## config.mk

```make
export PLATFORM = sky130hd
export DESIGN_NAME = serial_add_ctrl
export DESIGN_NICKNAME = d
export VERILOG_FILES = /design/src/rtl/serial_add_ctrl.sv
export SDC_FILE = /design/constraint.sdc
export NUM_CORES = 1
export LEC_CHECK = 0
export BUFFER_PORTS_ARGS = -buffer_cell sky130_fd_sc_hd__buf_4
export CAP_MARGIN = 20
export CORE_MARGIN = 10
export CORE_UTILIZATION = 35
export DETAILED_ROUTE_END_ITERATION = 12
export PLACE_DENSITY = 0.54
export SLEW_MARGIN = 10
export SYNTH_ARGS = -nofsm -noshare
export SYNTH_HDL_FRONTEND = slang
export SYNTH_SLANG_ARGS = --single-unit
```

## constraint.sdc

```tcl
create_clock -name clk -period 2.1 [get_ports clk]
set_input_delay 0.42 -clock clk [delete_from_list [all_inputs] [get_ports clk]]
set_output_delay 0.42 -clock clk [all_outputs]
set_load 0.02 [all_outputs]
```

## src/rtl/serial_add_ctrl.sv

```systemverilog
// Bit-serial adder sequencer: drives one external 1-bit full adder LSB first, WIDTH clocks per add.
// Latency: done pulses WIDTH clocks after the edge that accepts start; result held until next accept.
// Backpressure: start is sampled only in IDLE; requests in RUN/DONE are dropped, not queued.
//
// Ports:
//   clk, rst_n          clock (rising edge), asynchronous active-low reset
//   start, op_a, op_b,  request and operands; operands/carry-in latched on accepted start
//   cin
//   fa_A                to adder cell: {a_bit, b_bit, carry_bit}, zero outside RUN
//   fa_sum, fa_cry      from adder cell: sum and carry of fa_A
//   busy                high for the WIDTH cycles of RUN
//   done                one-cycle result-valid pulse (DONE state)
//   sum, cout           result and final carry, updated only at the last RUN edge
module serial_add_ctrl #(
    parameter int WIDTH = 8
) (
    input  logic             clk,
    input  logic             rst_n,
    input  logic             start,
    input  logic [WIDTH-1:0] op_a,
    input  logic [WIDTH-1:0] op_b,
    input  logic             cin,
    output logic [2:0]       fa_A,
    input  logic             fa_sum,
    input  logic             fa_cry,
    output logic             busy,
    output logic             done,
    output logic [WIDTH-1:0] sum,
    output logic             cout
);

    localparam int CW = (WIDTH > 1) ? $clog2(WIDTH) : 1;
    localparam logic [CW-1:0] LAST = CW'(WIDTH - 1);

    typedef enum logic [1:0] {
        S_IDLE = 2'd0,
        S_RUN  = 2'd1,
        S_DONE = 2'd2
    } state_t;

    state_t           state;
    state_t           state_nxt;
    logic [WIDTH-1:0] a_sh;
    logic [WIDTH-1:0] b_sh;
    logic [WIDTH-1:0] res_sh;
    logic             c_reg;
    logic [CW-1:0]    cnt;

    logic accept;
    logic run;
    logic last_bit;

    assign accept   = (state == S_IDLE) && start;
    assign run      = (state == S_RUN);
    assign last_bit = run && (cnt == LAST);

    assign busy = run;
    assign done = (state == S_DONE);
    // The adder cell sees zeros whenever it is not being used.
    assign fa_A = run ? {a_sh[0], b_sh[0], c_reg} : 3'b000;

    always_ff @(posedge clk or negedge rst_n) begin
        if (!rst_n) begin
            state <= S_IDLE;
        end else begin
            state <= state_nxt;
        end
    end

    always_comb begin
        state_nxt = state;
        case (state)
            S_IDLE: if (start)    state_nxt = S_RUN;
            S_RUN:  if (last_bit) state_nxt = S_DONE;
            S_DONE: state_nxt = S_IDLE;
            default: state_nxt = S_IDLE;
        endcase
    end

    always_ff @(posedge clk or negedge rst_n) begin
        if (!rst_n) begin
            a_sh   <= '0;
            b_sh   <= '0;
            res_sh <= '0;
            c_reg  <= 1'b0;
            cnt    <= '0;
            sum    <= '0;
            cout   <= 1'b0;
        end else if (accept) begin
            a_sh   <= op_a;
            b_sh   <= op_b;
            c_reg  <= cin;
            cnt    <= '0;
            res_sh <= '0;
        end else if (run) begin
            // Result bits enter at the MSB so that after WIDTH shifts bit 0 sits at the LSB.
            res_sh <= {fa_sum, res_sh[WIDTH-1:1]};
            c_reg  <= fa_cry;
            a_sh   <= a_sh >> 1;
            b_sh   <= b_sh >> 1;
            if (!last_bit) begin
                cnt <= cnt + 1'b1;
            end
            // Publish on the last bit directly from the cell so sum is ready in the DONE cycle.
            if (last_bit) begin
                sum  <= {fa_sum, res_sh[WIDTH-1:1]};
                cout <= fa_cry;
            end
        end
    end

endmodule
```

==> flow_summary.html, run 1 <==
<table>
<tr><th>Metric</th><th>Value</th></tr>
<tr><th colspan="2">Timing</th></tr>
<tr><td>Worst setup margin</td><td>0.257 ns</td></tr>
<tr><td>Final hold vios</td><td>0</td></tr>
<tr><td>Max_slew headroom</td><td>67.6%</td></tr>
<tr><td>Endpoints failing setup</td><td>0</td></tr>
<tr><td>Minimum clock period after layout</td><td>1.84 ns</td></tr>
<tr><td>Final cycle utilization of the critical path</td><td>87.8%</td></tr>
<tr><td>Fmax</td><td>543 MHz</td></tr>
<tr><td>Worst Tran Pin Value</td><td>0.487 ns</td></tr>
<tr><td>RSZ-0062 raised after global routing</td><td>false</td></tr>
<tr><td>Sum Neg Setup Slack</td><td>0 ns</td></tr>
<tr><td>Clock tree skew after final layout</td><td>0.00579 ns</td></tr>
<tr><td>Number of slew-limit violations in the final report</td><td>0</td></tr>
<tr><th colspan="2">CTS</th></tr>
<tr><td>Source-to-sink clock delay at the later pin of the worst-skew pair</td><td>0.29 ns</td></tr>
<tr><td>Max H-tree Level</td><td>2</td></tr>
<tr><td>Clock tree from TritonCTS</td><td>done</td></tr>
<tr><td>Total number of clock tree sinks</td><td>38</td></tr>
<tr><td>Cell at the root of the clock tree</td><td>sky130_fd_sc_hd__clkbuf_8</td></tr>
<tr><td>Clock slew at the register clock pins of the worst setup and hold paths</td><td>0.07 ns</td></tr>
<tr><td>Number of buffers created by CTS</td><td>5</td></tr>
<tr><td>Maximum buffer depth of the clock tree</td><td>2</td></tr>
<tr><td>Post-CTS Setup Bufs</td><td>0</td></tr>
<tr><td>CTS-repair resized insts</td><td>0</td></tr>
<tr><td>Quantity of hold-fixing buffers added after cts</td><td>0</td></tr>
<tr><th colspan="2">Placement</th></tr>
<tr><td>DP Worst Slack</td><td>0.447 ns</td></tr>
<tr><td>Detail Placement HPWL</td><td>2660 um</td></tr>
<tr><td>Placer's final routability congestion estimate</td><td>0.733</td></tr>
<tr><td># port buffers</td><td>35</td></tr>
<tr><th colspan="2">Global route</th></tr>
<tr><td>Overall Global Routing Usage</td><td>9.80%</td></tr>
<tr><td>Wire length of the first global-routing pass</td><td>6690 um</td></tr>
<tr><td>Number of antenna violations at the first check in global routing</td><td>0</td></tr>
<tr><td>Pin count of the biggest net entering global routing</td><td>39</td></tr>
<tr><td>Vias in the first global route</td><td>1,303</td></tr>
<tr><td>Total congestion overflow</td><td>0</td></tr>
<tr><th colspan="2">Critical path</th></tr>
<tr><td>Element type at the critical path end</td><td>primary output</td></tr>
<tr><td>CP Data Required Time</td><td>1.68 ns</td></tr>
<tr><td>Setup CP Type</td><td>reg -&gt; out</td></tr>
<tr><td>Largest fanout of any net on the critical path</td><td>11</td></tr>
<tr><td>CP arrival</td><td>1.42 ns</td></tr>
<tr><td>Worst R2R End</td><td>cout</td></tr>
<tr><td>FF-to-FF path depth</td><td>5</td></tr>
<tr><td>End of the critical path</td><td>fa_A[0]</td></tr>
<tr><td>Crit. Startpoint</td><td>state[1]</td></tr>
<tr><td>Startpoint of the lowest-slack register-to-register path</td><td>cnt[0]</td></tr>
<tr><td>Setup slack of the most critical reg-to-reg path</td><td>0.44 ns</td></tr>
<tr><td>Kind of launch point of the worst setup path</td><td>flip-flop</td></tr>
<tr><th colspan="2">Routing</th></tr>
<tr><td>Total DRC errors in the routed layout</td><td>0</td></tr>
<tr><td>Total wire length</td><td>3880 um</td></tr>
<tr><td>Met1 wire length</td><td>1810 um</td></tr>
<tr><td>Total number of vias</td><td>1,171</td></tr>
<tr><td>Iter 0 DRT Violations</td><td>85</td></tr>
<tr><td>Met2 Wirelength</td><td>1900 um</td></tr>
<tr><td>Met3 WL post-DR</td><td>135 um</td></tr>
<tr><td>Highest routing layer actually used</td><td>met4</td></tr>
<tr><td>Number of vias per cell after detailed routing</td><td>5.11</td></tr>
<tr><td>Number of nets with antenna violations after detailed routing</td><td>0</td></tr>
<tr><td>Mean routed wirelength per cell</td><td>17.0 um</td></tr>
<tr><td>Number of optimization iterations in the first detailed-route pass</td><td>4</td></tr>
<tr><th colspan="2">Yosys</th></tr>
<tr><td>Mean Syn Cell Area</td><td>13.7 um^2</td></tr>
<tr><td>Post-synthesis sequential element count</td><td>38</td></tr>
<tr><td>Syn Nets</td><td>153</td></tr>
<tr><td>Number of distinct standard cells referenced by the synthesized netlist</td><td>28</td></tr>
<tr><td>Post-synthesis instance total</td><td>129</td></tr>
<tr><td>Xor and xnor fraction of the mapped netlist area</td><td>0%</td></tr>
<tr><td>Post-Synth Simple-Gate Area</td><td>15.0%</td></tr>
<tr><td>Cell Area, Synth</td><td>1760 um^2</td></tr>
<tr><td>Adder-Cell Fraction of Synth Area</td><td>1.42%</td></tr>
<tr><td>Synthesis Warnings</td><td>0</td></tr>
<tr><td>Proportion of synthesized chip area in sequential cells</td><td>53.9%</td></tr>
<tr><td>Multiplexer share of the synthesized area</td><td>7.45%</td></tr>
<tr><td>Dominant combinational cell family by area after synthesis</td><td>compound AO/OA/AOI/OAI gates</td></tr>
<tr><td>Synthesized-area fraction occupied by ao, oa, aoi and oai cells</td><td>17.1%</td></tr>
<tr><th colspan="2">Cells and area</th></tr>
<tr><td>Diodes inserted</td><td>0</td></tr>
<tr><td>Commonest cells after routing, fill and taps aside</td><td>sky130_fd_sc_hd__buf_4 (39), sky130_fd_sc_hd__dfrtp_1 (38), sky130_fd_sc_hd__or4b_1 (15), sky130_fd_sc_hd__o221a_2 (15), sky130_fd_sc_hd__mux2_4 (8)</td></tr>
<tr><td>Layout Area Growth over Synthesis</td><td>23.6%</td></tr>
<tr><td>Leading cell type in the layout, fill and taps excluded</td><td>sky130_fd_sc_hd__buf_4</td></tr>
<tr><td>Fillers</td><td>447</td></tr>
<tr><td>Largest registers in the final layout</td><td>a_sh x8, b_sh x8, sum x8</td></tr>
<tr><td>Nets@finish</td><td>186</td></tr>
<tr><td>Share of final-layout standard cells stronger than drive strength 1</td><td>46.9%</td></tr>
<tr><th colspan="2">Outcome</th></tr>
<tr><td>Run status</td><td>complete, no violations</td></tr>
<tr><th colspan="2">Min path</th></tr>
<tr><td>Worst min path class</td><td>in -&gt; async</td></tr>
<tr><th colspan="2">Job</th></tr>
<tr><td>Number of max-cap violations</td><td>0</td></tr>
<tr><th colspan="2">Floorplanning</th></tr>
<tr><td>Rows</td><td>25</td></tr>
<tr><td>Overall die height</td><td>91.0 um</td></tr>
<tr><td>Core footprint</td><td>4820 um^2</td></tr>
<tr><td>Starting utilization of the core area</td><td>36.6%</td></tr>
<tr><td>I/O pin cnt</td><td>36</td></tr>
<tr><td>Die Span X</td><td>91.0 um</td></tr>
<tr><td>Die area</td><td>8280 um^2</td></tr>
<tr><th colspan="2">Power</th></tr>
<tr><td>Cell Pwr Density</td><td>1590 nW/um^2</td></tr>
<tr><td>Maximum vdd ir drop</td><td>0.540 mV</td></tr>
<tr><td>Leakage power summed over all cells</td><td>1.02 nW</td></tr>
</table>
layer usage:
metal  vias to the layer above  global-route usage, %
met2                        20                   15.3
met4                         0                   3.92
met1                       578                   12.6
met3                         5                   2.47
li1                        568                      -
met5                         -                      0
logic make-up (layout without fill, tap and decap cells):
group / after synthesis / count (layout)
adder cells (fa/ha/maj): 2 / 2
buffers and inverters: 18 / 51
AND/OR/NAND/NOR: 32 / 32
AO/OA/AOI/OAI: 30 / 30
multiplexers: 9 / 9
flip-flops: 38 / 38
cell type report:
type	instances	area, um^2	share of cell area (%)
sequential	38	951	43.6
timing repair buffer	39	293	13.4
multi-input combinational	73	722	33.1
clock buffer	6	82.6	3.79
clock inverter	1	30.0	1.38
tap	67	83.8	3.84
inverter	5	18.8	0.861
cells in the mapped netlist:
master / count / share of area [%]
sky130_fd_sc_hd__a211o_1: 1 / 0.50
sky130_fd_sc_hd__a211o_2: 1 / 0.57
sky130_fd_sc_hd__a21oi_1: 1 / 0.28
sky130_fd_sc_hd__a22o_1: 7 / 3.5
sky130_fd_sc_hd__and2_1: 3 / 1.1
sky130_fd_sc_hd__and4bb_2: 2 / 1.4
sky130_fd_sc_hd__buf_2: 7 / 2.0
sky130_fd_sc_hd__buf_4: 1 / 0.43
sky130_fd_sc_hd__buf_6: 1 / 0.64
sky130_fd_sc_hd__clkbuf_1: 1 / 0.21
sky130_fd_sc_hd__clkbuf_2: 3 / 0.85
sky130_fd_sc_hd__dfrtp_1: 38 / 54
sky130_fd_sc_hd__ha_1: 2 / 1.4
sky130_fd_sc_hd__inv_1: 5 / 1.1
sky130_fd_sc_hd__mux2_2: 1 / 0.64
sky130_fd_sc_hd__mux2_4: 8 / 6.8
sky130_fd_sc_hd__nand2_1: 2 / 0.43
sky130_fd_sc_hd__nand2b_1: 2 / 0.71
sky130_fd_sc_hd__nand3_1: 3 / 0.85
sky130_fd_sc_hd__nand3b_1: 1 / 0.43
sky130_fd_sc_hd__nor2b_1: 1 / 0.35
sky130_fd_sc_hd__nor3b_1: 2 / 0.85
sky130_fd_sc_hd__o21ba_2: 1 / 0.57
sky130_fd_sc_hd__o21bai_2: 1 / 0.64
sky130_fd_sc_hd__o221a_2: 15 / 9.6
sky130_fd_sc_hd__o221ai_1: 3 / 1.5
sky130_fd_sc_hd__or2_2: 1 / 0.35
sky130_fd_sc_hd__or4b_1: 15 / 8.5
per-stage QoR:
stage / cell area [um^2] / hold slack (ns) / total power [mW] / utilization (%) / cells
5_1_grt: 2180 / 0.126 / 3.74 / 45.3 / 229
4_1_cts: 2180 / 0.105 / 3.52 / 45.3 / 229
2_1_floorplan: 1760 / 0.124 / 2.41 / - / 129
3_5_place_dp: 2070 / 0.415 / 2.90 / 42.9 / 222
3_3_place_gp: 2070 / 0.406 / 2.84 / 42.9 / 222
6_report: 2180 / 0.0938 / 3.47 / 45.3 / 229
power by group:
group / leakage [nW] / switching [mW] / internal, mW
registers: 0.467 / 0.204 / 1.08
logic: 0.492 / 0.742 / 0.827
clock network: 0.0573 / 0.245 / 0.380
total: 1.02 / 1.19 / 2.28
critical path, cell delays in order (launching register included):
cell and delay, ns:
sky130_fd_sc_hd__dfrtp_1 0.38, sky130_fd_sc_hd__nand2b_1 0.15, sky130_fd_sc_hd__inv_1 0.27, sky130_fd_sc_hd__and2_1 0.20, sky130_fd_sc_hd__buf_4 0.14
how the worst min path moves through the flow:
stage / to / cells past startpoint / slack [ns]
finish: b_sh[4] / 1 / 0.09
global route: b_sh[7] / 1 / 0.13
CTS: cnt[1] / 1 / 0.11
detailed placement: b_sh[4] / 1 / 0.42
global placement: b_sh[3] / 1 / 0.41
floorplan: a_sh[0] / 0 / 0.12
Power figures use the tool's default switching activity.
==> run 2: changes to the inputs <==
--- a/config.mk
+++ b/config.mk
@@ -8,9 +8,9 @@
 export BUFFER_PORTS_ARGS = -buffer_cell sky130_fd_sc_hd__buf_4
 export CAP_MARGIN = 20
 export CORE_MARGIN = 10
-export CORE_UTILIZATION = 35
+export CORE_UTILIZATION = 54
 export DETAILED_ROUTE_END_ITERATION = 12
-export PLACE_DENSITY = 0.54
+export PLACE_DENSITY = 0.78
 export SLEW_MARGIN = 10
 export SYNTH_ARGS = -nofsm -noshare
 export SYNTH_HDL_FRONTEND = slang
==> flow_summary.html, run 2 (synthesis gave the netlist of run 1 again) <==
<table>
<tr><th>Metric</th><th>Value</th></tr>
<tr><th colspan="2">CTS</th></tr>
<tr><td>Max H-tree Level</td><td>2 (unchanged)</td></tr>
<tr><td>Post-CTS Setup Bufs</td><td>0 (unchanged)</td></tr>
<tr><td>Clock tree from TritonCTS</td><td>done (unchanged)</td></tr>
<tr><td>Total number of clock tree sinks</td><td>38 (unchanged)</td></tr>
<tr><td>Quantity of hold-fixing buffers added after cts</td><td>0 (unchanged)</td></tr>
<tr><td>Maximum buffer depth of the clock tree</td><td>2 (unchanged)</td></tr>
<tr><td>Number of buffers created by CTS</td><td>5 (unchanged)</td></tr>
<tr><td>Clock slew at the register clock pins of the worst setup and hold paths</td><td>0.10 ns (was 0.07 ns)</td></tr>
<tr><td>Source-to-sink clock delay at the later pin of the worst-skew pair</td><td>0.34 ns (was 0.29 ns)</td></tr>
<tr><td>CTS-repair resized insts</td><td>0 (unchanged)</td></tr>
<tr><td>Cell at the root of the clock tree</td><td>sky130_fd_sc_hd__clkbuf_4 (was sky130_fd_sc_hd__clkbuf_8)</td></tr>
<tr><th colspan="2">Timing</th></tr>
<tr><td>Minimum clock period after layout</td><td>1.91 ns (was 1.84 ns)</td></tr>
<tr><td>RSZ-0062 raised after global routing</td><td>false (unchanged)</td></tr>
<tr><td>Max_slew headroom</td><td>68.4% (was 67.6%)</td></tr>
<tr><td>Number of slew-limit violations in the final report</td><td>0 (unchanged)</td></tr>
<tr><td>Sum Neg Setup Slack</td><td>0 ns (unchanged)</td></tr>
<tr><td>Final hold vios</td><td>0 (unchanged)</td></tr>
<tr><td>Final cycle utilization of the critical path</td><td>90.9% (was 87.8%)</td></tr>
<tr><td>Endpoints failing setup</td><td>0 (unchanged)</td></tr>
<tr><td>Fmax</td><td>524 MHz (was 543 MHz)</td></tr>
<tr><td>Worst Tran Pin Value</td><td>0.473 ns (was 0.487 ns)</td></tr>
<tr><td>Clock tree skew after final layout</td><td>0.00593 ns (was 0.00579 ns)</td></tr>
<tr><th colspan="2">Routing</th></tr>
<tr><td>Met1 wire length</td><td>1620 um (was 1810 um)</td></tr>
<tr><td>Number of optimization iterations in the first detailed-route pass</td><td>4 (unchanged)</td></tr>
<tr><td>Total DRC errors in the routed layout</td><td>0 (unchanged)</td></tr>
<tr><td>Highest routing layer actually used</td><td>met4 (unchanged)</td></tr>
<tr><td>Met3 WL post-DR</td><td>141 um (was 135 um)</td></tr>
<tr><td>Total wire length</td><td>3690 um (was 3880 um)</td></tr>
<tr><td>Number of nets with antenna violations after detailed routing</td><td>0 (unchanged)</td></tr>
<tr><td>Met2 Wirelength</td><td>1860 um (was 1900 um)</td></tr>
<tr><td>Total number of vias</td><td>1,230 (was 1,171)</td></tr>
<tr><td>Number of vias per cell after detailed routing</td><td>5.94 (was 5.11)</td></tr>
<tr><td>Mean routed wirelength per cell</td><td>17.8 um (was 17.0 um)</td></tr>
<tr><td>Iter 0 DRT Violations</td><td>112 (was 85)</td></tr>
<tr><th colspan="2">Floorplanning</th></tr>
<tr><td>Core footprint</td><td>3080 um^2 (was 4820 um^2)</td></tr>
<tr><td>Die area</td><td>5950 um^2 (was 8280 um^2)</td></tr>
<tr><td>I/O pin cnt</td><td>36 (unchanged)</td></tr>
<tr><td>Starting utilization of the core area</td><td>57.3% (was 36.6%)</td></tr>
<tr><td>Rows</td><td>20 (was 25)</td></tr>
<tr><td>Overall die height</td><td>77.2 um (was 91.0 um)</td></tr>
<tr><td>Die Span X</td><td>77.2 um (was 91.0 um)</td></tr>
<tr><th colspan="2">Critical path</th></tr>
<tr><td>Startpoint of the lowest-slack register-to-register path</td><td>cnt[0] (unchanged)</td></tr>
<tr><td>Element type at the critical path end</td><td>primary output (unchanged)</td></tr>
<tr><td>Cell chain of the critical path</td><td>nand2b_1, inv_1, and2_1, buf_4 (unchanged)</td></tr>
<tr><td>Worst stage delay on the critical path</td><td>0.39 ns (was 0.38 ns)</td></tr>
<tr><td>Top Family by Delay on Critical Path</td><td>buffers and inverters (unchanged)</td></tr>
<tr><td>Setup slack of the most critical reg-to-reg path</td><td>0.47 ns (was 0.44 ns)</td></tr>
<tr><td>Crit path buf inv count</td><td>2 (unchanged)</td></tr>
<tr><td>CP Data Required Time</td><td>1.68 ns (about the same)</td></tr>
<tr><td>Largest fanout of any net on the critical path</td><td>11 (unchanged)</td></tr>
<tr><td>FF-to-FF path depth</td><td>5 (unchanged)</td></tr>
<tr><td>Setup CP Type</td><td>reg -&gt; out (unchanged)</td></tr>
<tr><td>Crit. Startpoint</td><td>state[1] (unchanged)</td></tr>
<tr><td>CP arrival</td><td>1.49 ns (was 1.42 ns)</td></tr>
<tr><td>Slowest library cell on the worst path</td><td>sky130_fd_sc_hd__dfrtp_1 (unchanged)</td></tr>
<tr><td>Kind of launch point of the worst setup path</td><td>flip-flop (unchanged)</td></tr>
<tr><td>Worst R2R End</td><td>cout (unchanged)</td></tr>
<tr><th colspan="2">Power</th></tr>
<tr><td>Switching part of the total</td><td>36.8% (was 34.3%)</td></tr>
<tr><td>Internal power consumption</td><td>2.04 mW (was 2.28 mW)</td></tr>
<tr><td>Leakage power summed over all cells</td><td>0.989 nW (was 1.02 nW)</td></tr>
<tr><td>Sequential power share</td><td>40.0% (was 36.9%)</td></tr>
<tr><td>Proportion of power drawn by combinational gates</td><td>49.4% (was 45.2%)</td></tr>
<tr><td>Clk pwr share</td><td>10.6% (was 18.0%)</td></tr>
<tr><td>Cell Pwr Density</td><td>1540 nW/um^2 (was 1590 nW/um^2)</td></tr>
<tr><td>Switching power</td><td>1.19 mW (about the same)</td></tr>
<tr><td>Maximum vdd ir drop</td><td>0.634 mV (was 0.540 mV)</td></tr>
<tr><th colspan="2">Outcome</th></tr>
<tr><td>Run status</td><td>complete, no violations (unchanged)</td></tr>
<tr><th colspan="2">Cells and area</th></tr>
<tr><td>Total non-filler cell area in the finished layout</td><td>2090 um^2 (was 2180 um^2)</td></tr>
<tr><td>Commonest cells after routing, fill and taps aside</td><td>sky130_fd_sc_hd__buf_4 (40), sky130_fd_sc_hd__dfrtp_1 (38), sky130_fd_sc_hd__or4b_1 (15), sky130_fd_sc_hd__o221a_2 (15), sky130_fd_sc_hd__mux2_4 (8) (was sky130_fd_sc_hd__buf_4 (39), sky130_fd_sc_hd__dfrtp_1 (38), sky130_fd_sc_hd__or4b_1 (15), sky130_fd_sc_hd__o221a_2 (15), sky130_fd_sc_hd__mux2_4 (8))</td></tr>
<tr><td>Diodes inserted</td><td>0 (unchanged)</td></tr>
<tr><td>Layout Area Growth over Synthesis</td><td>18.6% (was 23.6%)</td></tr>
<tr><td>Largest registers in the final layout</td><td>a_sh x8, b_sh x8, sum x8 (unchanged)</td></tr>
<tr><td>Share of final-layout standard cells stronger than drive strength 1</td><td>46.0% (was 46.9%)</td></tr>
<tr><td>Leading cell type in the layout, fill and taps excluded</td><td>sky130_fd_sc_hd__buf_4 (unchanged)</td></tr>
<tr><td>Nets@finish</td><td>187 (was 186)</td></tr>
<tr><th colspan="2">Global route</th></tr>
<tr><td>Total congestion overflow</td><td>0 (unchanged)</td></tr>
<tr><td>Vias in the first global route</td><td>1,236 (was 1,303)</td></tr>
<tr><td>Pin count of the biggest net entering global routing</td><td>39 (unchanged)</td></tr>
<tr><td>Number of antenna violations at the first check in global routing</td><td>0 (unchanged)</td></tr>
<tr><td>Overall Global Routing Usage</td><td>12.5% (was 9.80%)</td></tr>
<tr><td>Wire length of the first global-routing pass</td><td>6130 um (was 6690 um)</td></tr>
<tr><th colspan="2">Min path</th></tr>
<tr><td>Worst min path class</td><td>in -&gt; async (unchanged)</td></tr>
<tr><th colspan="2">Placement</th></tr>
<tr><td>Detail Placement HPWL</td><td>2650 um (was 2660 um)</td></tr>
<tr><td># port buffers</td><td>35 (unchanged)</td></tr>
<tr><td>Placer's final routability congestion estimate</td><td>0.697 (was 0.733)</td></tr>
<tr><td>Post-DP Area</td><td>2050 um^2 (was 2070 um^2)</td></tr>
<tr><th colspan="2">Job</th></tr>
<tr><td>Number of max-cap violations</td><td>0 (unchanged)</td></tr>
</table>
-- run 2: stage by stage --
step | util [%] | std cells | hold WS [ns] | total power, mW | setup slack, ns
5_1_grt | 68.0 | 207 | 0.0427 | 3.45 | 0.0840
3_3_place_gp | 66.5 | 200 | 0.402 | 2.82 | 0.525
6_report | 68.0 | 207 | 0.0342 | 3.23 | 0.191
2_1_floorplan | - | 129 | 0.124 | 2.41 | 0.473
3_5_place_dp | 66.5 | 200 | 0.409 | 2.92 | 0.495
4_1_cts | 68.0 | 207 | 0.0355 | 3.27 | 0.166
-- run 2: power by group through the flow --
stage	Sequential (mW)	Clock [mW]	Combinational (mW)
floorplan	1.34	0	1.07
global placement	1.28	0	1.54
detailed placement	1.31	0	1.62
CTS	1.29	0.356	1.62
global route	1.34	0.394	1.72
finish	1.29	0.342	1.59
-- run 2: layout make-up --
class | count | area [um^2]
clock buffer | 7 | 45.0
fill | 253 | 986
inverter | 5 | 18.8
multi-input combinational | 73 | 722
sequential | 38 | 951
tap | 44 | 55.1
timing repair buffer | 40 | 300
-- run 2: worst reg2reg max path: cells and delay by family, from the launching register on --
family                     cells  cell delay, ns
adders and majority gates      2            0.45
buffers and inverters          1            0.21
DFF                            1            0.43
muxes                          1            0.35
and+or+nand+nor                1            0.10
-- run 2: worst max-delay path by stage --
stage          endpoint  cells after the start
2_1_floorplan   fa_A[0]                      5
3_3_place_gp       cout                      5
3_5_place_dp       cout                      5
4_1_cts         fa_A[0]                      4
5_1_grt         fa_A[0]                      4
6_report        fa_A[0]                      4
-- run 2: per-layer routing --
metal | global-route usage [%] | vias to the layer above
met2 | 19.6 | 20
met4 | 5.47 | 0
met3 | 3.61 | 8
met5 | 0 | -
li1 | - | 569
met1 | 15.5 | 633
